`config.mk`:
```
export PLATFORM = sky130hd
export DESIGN_NAME = fill_bcd_counter
export DESIGN_NICKNAME = d
export VERILOG_FILES = /design/src/rtl/fill_counter_pkg.sv /design/src/rtl/bcd_digit_cell.sv /design/src/rtl/fill_bcd_counter.sv
export SDC_FILE = /design/constraint.sdc
export NUM_CORES = 1
export LEC_CHECK = 0
export ABC_AREA = 1
export CAP_MARGIN = 20
export CORE_ASPECT_RATIO = 0.9
export CORE_MARGIN = 10
export CORE_UTILIZATION = 39
export DETAILED_ROUTE_END_ITERATION = 10
export PLACE_DENSITY = 0.7
export SKIP_LAST_GASP = 1
export SLEW_MARGIN = 20
export SYNTH_ARGS = -nofsm -noshare
export SYNTH_HDL_FRONTEND = slang
export SYNTH_HIERARCHICAL = 1
export SYNTH_SLANG_ARGS = --single-unit
```
`constraint.sdc`:
```
create_clock -name clk -period 1.85 [get_ports clk]
set_input_delay 0.37 -clock clk [delete_from_list [all_inputs] [get_ports clk]]
set_output_delay 0.37 -clock clk [all_outputs]
set_load 0.05 [all_outputs]
```
`src/rtl/fill_counter_pkg.sv`:
```
// Shared BCD digit definitions for the fill/clean timing counter.
package fill_counter_pkg;

  localparam int BCD_W = 4;
  localparam logic [3:0] BCD_MAX = 4'd9;

  typedef logic [BCD_W-1:0] bcd_digit_t;

  function automatic bcd_digit_t bcd_clamp(input bcd_digit_t d);
    bcd_digit_t r;
    if (d > BCD_MAX) begin
      r = BCD_MAX;
    end else begin
      r = d;
    end
    return r;
  endfunction

endpackage

```
`src/rtl/bcd_digit_cell.sv`:
```
// One BCD digit register with same-cycle carry/borrow ripple in and out.
module bcd_digit_cell
  import fill_counter_pkg::*;
(
  input  logic       clk,
  input  logic       reset,
  input  logic       load,
  input  logic [3:0] reset_value,
  input  logic [3:0] load_value,
  input  logic       dir,
  input  logic       cin,
  output logic       cout,
  output logic [3:0] digit
);

  bcd_digit_t digit_r;
  bcd_digit_t next_s;
  logic       cout_s;

  // next digit value and ripple out when this digit is stepped
  always_comb begin
    next_s = digit_r;
    cout_s = 1'b0;
    if (cin) begin
      if (dir) begin
        if (digit_r == 4'd0) begin
          next_s = BCD_MAX;
          cout_s = 1'b1;
        end else begin
          next_s = digit_r - 4'd1;
          cout_s = 1'b0;
        end
      end else begin
        if (digit_r >= BCD_MAX) begin
          next_s = 4'd0;
          cout_s = 1'b1;
        end else begin
          next_s = digit_r + 4'd1;
          cout_s = 1'b0;
        end
      end
    end else begin
      next_s = digit_r;
      cout_s = 1'b0;
    end
  end

  // digit register: reset, then load, then step
  always_ff @(posedge clk) begin
    if (reset) begin
      digit_r <= bcd_clamp(reset_value);
    end else if (load) begin
      digit_r <= bcd_clamp(load_value);
    end else begin
      digit_r <= next_s;
    end
  end

  assign cout  = cout_s;
  assign digit = digit_r;

endmodule

```
`src/rtl/fill_bcd_counter.sv`:
```
// N-digit up/down BCD counter with load, terminal decode and wrap flag.
// Define FILL_BCD_COUNTER_SATURATE_EN to hold at the limits instead of wrapping.
module fill_bcd_counter
  import fill_counter_pkg::*;
#(
  parameter int                    DIGITS = 3,
  parameter logic [4*DIGITS-1:0]   PRESET = '0
) (
  input  logic                  clk,
  input  logic                  reset,
  input  logic                  enable,
  input  logic                  pulse,
  input  logic                  dir,
  input  logic                  load,
  input  logic [4*DIGITS-1:0]   load_value,
  output logic [4*DIGITS-1:0]   count,
  output logic                  terminal,
  output logic                  wrap
);

  logic [DIGITS:0] carry_s;
  logic            step_s;
  logic            all_nine_s;
  logic            all_zero_s;
  logic            at_limit_s;
  logic            wrap_event_s;
  logic            wrap_r;

  assign step_s = enable & pulse & ~load;

`ifdef FILL_BCD_COUNTER_SATURATE_EN
  // a step at the limit is swallowed entirely so count never moves
  assign carry_s[0]   = step_s & ~at_limit_s;
  assign wrap_event_s = step_s & at_limit_s;
`else
  assign carry_s[0]   = step_s;
  assign wrap_event_s = carry_s[DIGITS];
`endif

  genvar g;
  generate
    for (g = 0; g < DIGITS; g++) begin : g_digit
      bcd_digit_cell u_cell (
        .clk         (clk),
        .reset       (reset),
        .load        (load),
        .reset_value (PRESET[4*g +: 4]),
        .load_value  (load_value[4*g +: 4]),
        .dir         (dir),
        .cin         (carry_s[g]),
        .cout        (carry_s[g+1]),
        .digit       (count[4*g +: 4])
      );
    end
  endgenerate

  // all-nines / all-zeros decode of the registered count
  always_comb begin
    all_nine_s = 1'b1;
    all_zero_s = 1'b1;
    for (int i = 0; i < DIGITS; i++) begin
      if (count[4*i +: 4] != BCD_MAX) begin
        all_nine_s = 1'b0;
      end else begin
        all_nine_s = all_nine_s;
      end
      if (count[4*i +: 4] != 4'd0) begin
        all_zero_s = 1'b0;
      end else begin
        all_zero_s = all_zero_s;
      end
    end
  end

  assign at_limit_s = dir ? all_zero_s : all_nine_s;
  assign terminal   = at_limit_s;

  // single-cycle wrap/blocked-step flag
  always_ff @(posedge clk) begin
    if (reset) begin
      wrap_r <= 1'b0;
    end else if (load) begin
      wrap_r <= 1'b0;
    end else begin
      wrap_r <= wrap_event_s;
    end
  end

  assign wrap = wrap_r;

endmodule

```
==> metrics.md <==
| Metric | Value |
|---|---|
| Outcome | finished, final reports clean |
| Crit Path Max Fanout | 7 |
| # nets final | 346 |
| # clock sinks | 13 |
| CP Launch Type | flop |
| CTS Root Cell | clkbuf_8 |
| Skew final | 0.0007313 ns |
| Area delta synth->final | 44.46% |
| Synthesized area | 1672 um^2 |
| Number of max-cap violations | 0 |
| Die Wd | 89.01 um |
| TritonCTS clock tree | built |
| Simple-Gate Fraction of Synth Area | 37.50% |
| Max VDD drop | 0.2689 mV |
| Fin cells | 363 |
| Starting Density | 40.76% |
| Mean Syn Cell Area | 7.024 um^2 |
| Pin count of the biggest net entering global routing | 20 |
| Count of final max-slew check failures | 0 |
| Max Clock Freq | 562.1 MHz |
| Sequential area share after synthesis | 22.75% |
| Die ar. | 7309 um^2 |
| Port bufs | 31 |
| Final HPWL DP | 3446 um |
| Skew-Pair Late Insertion Delay | 0.24 ns |
| Min Tclk post-route | 1.779 ns |
| Aggregate routed wire length | 4195 um |
| Yosys reg bits | 13 |
| Total core area | 4101 um^2 |
| DRT Pass-1 Iters | 4 |
| Ant. Diodes | 0 |
| Iter 0 DRT Violations | 72 |
| Fraction of the mapped netlist area in adder cells | 8.982% |
| Fill cell count | 390 |
| Async set or reset register ratio after synthesis | 0% |
| Multiplexer share of the synthesized area | 0% |
| Routed vias/inst | 4.675 |
| Post-synth top flop | edfxtp_1 |
| Row cnt | 22 |
| Setup Viol. Count Final | 0 |
| TritonCTS Buffers | 3 |
| Drt drc | 0 |
| Max Buffers Root-to-Sink | 2 |
| Worst Hold Class | input pin to flop |
| Netlist cell types | 27 |
| Worst Setup Path Type | flop to primary output |
| Pleak | 1.221 nW |
| Grt ovf | 0 |
| Critical Path End Type | primary output |
| Total negative slack | 0 ns |
| R2R Path Start | g_digit[0].u_cell/digit[1] |
| Post-synth EDFFs | 12 |
| DR vias | 1,697 |
| Finished Core Util | 58.88% |
| CTS clk-pin slew, worst paths | 0.06 ns |
| Hold slack | 0.8650 ns |
| Worst EP required | 1.48 ns |
| Synth warn | 6 |
| Hold_sp | dir |
| First-pass GRT wire length | 6844 um |
| GRT Util Overall | 11.42% |
| Io pins | 32 |
| Compound-cell area share of the yosys netlist | 15.49% |
| RSZ-0062 raised after global routing | true |
| Die height | 82.11 um |
| Fin crit share | 96.16% |
| Post-detailed-route count of antenna-violating nets | 0 |
| Initial antenna violation count | 0 |
| Placer Congestion | 0.9007 |
| Power Density | 588.8 nW/um^2 |
| Vias in the first global route | 1,560 |
| # H-tree levels | 1 |
| Placed Cells | 351 |
| Hold Vio Cnt, Final | 0 |
| Arr. time, crit path | 1.41 ns |
| Avg WL per Cell | 11.56 um |
| Layout cells sized above 1 | 25.08% |
| Largest family of logic cells by synthesized area | simple AND/OR/NAND/NOR gates |
| Cells after synthesis | 238 |
| Post-Synth XOR/XNOR Area | 3.144% |
| Worst Setup SP | g_digit[0].u_cell/digit[1] |
| Hold-fix buffers at CTS | 0 |
## repair_timing
item	in CTS	in global routing
endpoints found under the setup margin	1	5
setup buffers	0	9
pin swaps	0	5
hold endpoints to repair	0	0
resized for setup	3	3
## placed cells by master, fill, tap and decap left out, types with 4 or more instances in the layout
cell type	synthesis	layout
a21oi_1	15	15
buf_12	0	8
buf_4	0	29
clkdlybuf4s50_1	0	16
conb_1	1	21
edfxtp_1	12	12
ha_1	12	11
inv_1	32	28
inv_2	3	7
nand2_1	65	62
nand3_1	16	16
nand3_2	6	6
nor2_1	22	21
nor2_2	3	4
o211ai_1	6	6
o21ai_1	6	6
xor2_1	6	6
## metal layers
metal | global-route usage [%] | part of all wire [%] | vias up
met5 | 0 | 0 | -
met4 | 3.175 | 0.98 | 0
met3 | 2.250 | 5.2 | 4
met2 | 19.21 | 46 | 47
met1 | 14.59 | 48 | 735
li1 | - | - | 911
## kinds of logic (layout without fill, tap and decap cells)
kind of cell / after synthesis / after routing
other: 1 / 21
buffers and inverters: 41 / 98
adder cells (fa/ha/maj): 12 / 12
flip-flops: 13 / 13
AO/OA/AOI/OAI: 39 / 39
AND/OR/NAND/NOR: 126 / 126
XOR/XNOR: 6 / 6
## sequential cells by signal, summed over array words and instances (netlist names)
register,cells
g_digit.u_cell/digit,12
wrap,1
## layout make-up
| cell class | count | area (um^2) | area share, % |
|---|---|---|---|
| Multi-Input combinational cell | 204 | 1195 | 49.48 |
| Timing Repair Buffer | 56 | 569.3 | 23.58 |
| Sequential cell | 13 | 380.4 | 15.75 |
| Inverter | 38 | 165.2 | 6.839 |
| Tap cell | 48 | 60.06 | 2.487 |
| Clock buffer | 4 | 45.04 | 1.865 |
## critical path, stage by stage, from the launching register on
cell	delay, ns
edfxtp_1	0.40
buf_4	0.18
or2_1	0.23
nor2_1	0.08
nand2_1	0.06
nand2_2	0.07
buf_12	0.13
## cells in the mapped netlist, types with 6 or more instances
cell      count  share of area, %
xor2_1        6               3.1
nand3_1      16               4.8
o211ai_1      6               2.7
nand3_2       6               3.6
inv_1        32               7.2
ha_1         12               9.0
edfxtp_1     12                22
nor2_1       22               4.9
nand2_1      65                15
a21oi_1      15               4.5
o21ai_1       6               1.8
## path summary, 6_finish.rpt
path,endpoint,depth (start not counted),slack (ns)
setup reg to reg,g_digit[2].u_cell/digit[0],11,0.13
hold / removal,g_digit[1].u_cell/digit[1],6,0.86
hold reg to reg,g_digit[2].u_cell/digit[0],4,0.90
setup / recovery,terminal,6,0.07
## report_power, final
part	switching [mW]	internal, mW
combinational	0.431	0.333
sequential	0.0434	0.361
clock	0.101	0.152
total	0.576	0.846
## stage by stage
stage	cell area, um^2	setup slack (ns)	total power, mW
2_1_floorplan	1767	-0.2215	0.8833
3_3_place_gp	2296	-0.03212	1.134
3_5_place_dp	2296	-0.07884	1.141
4_1_cts	2346	0.01222	1.397
5_1_grt	2415	-0.009195	1.518
6_report	2415	0.07110	1.422
No activity file was read; power rests on OpenSTA's default activity.
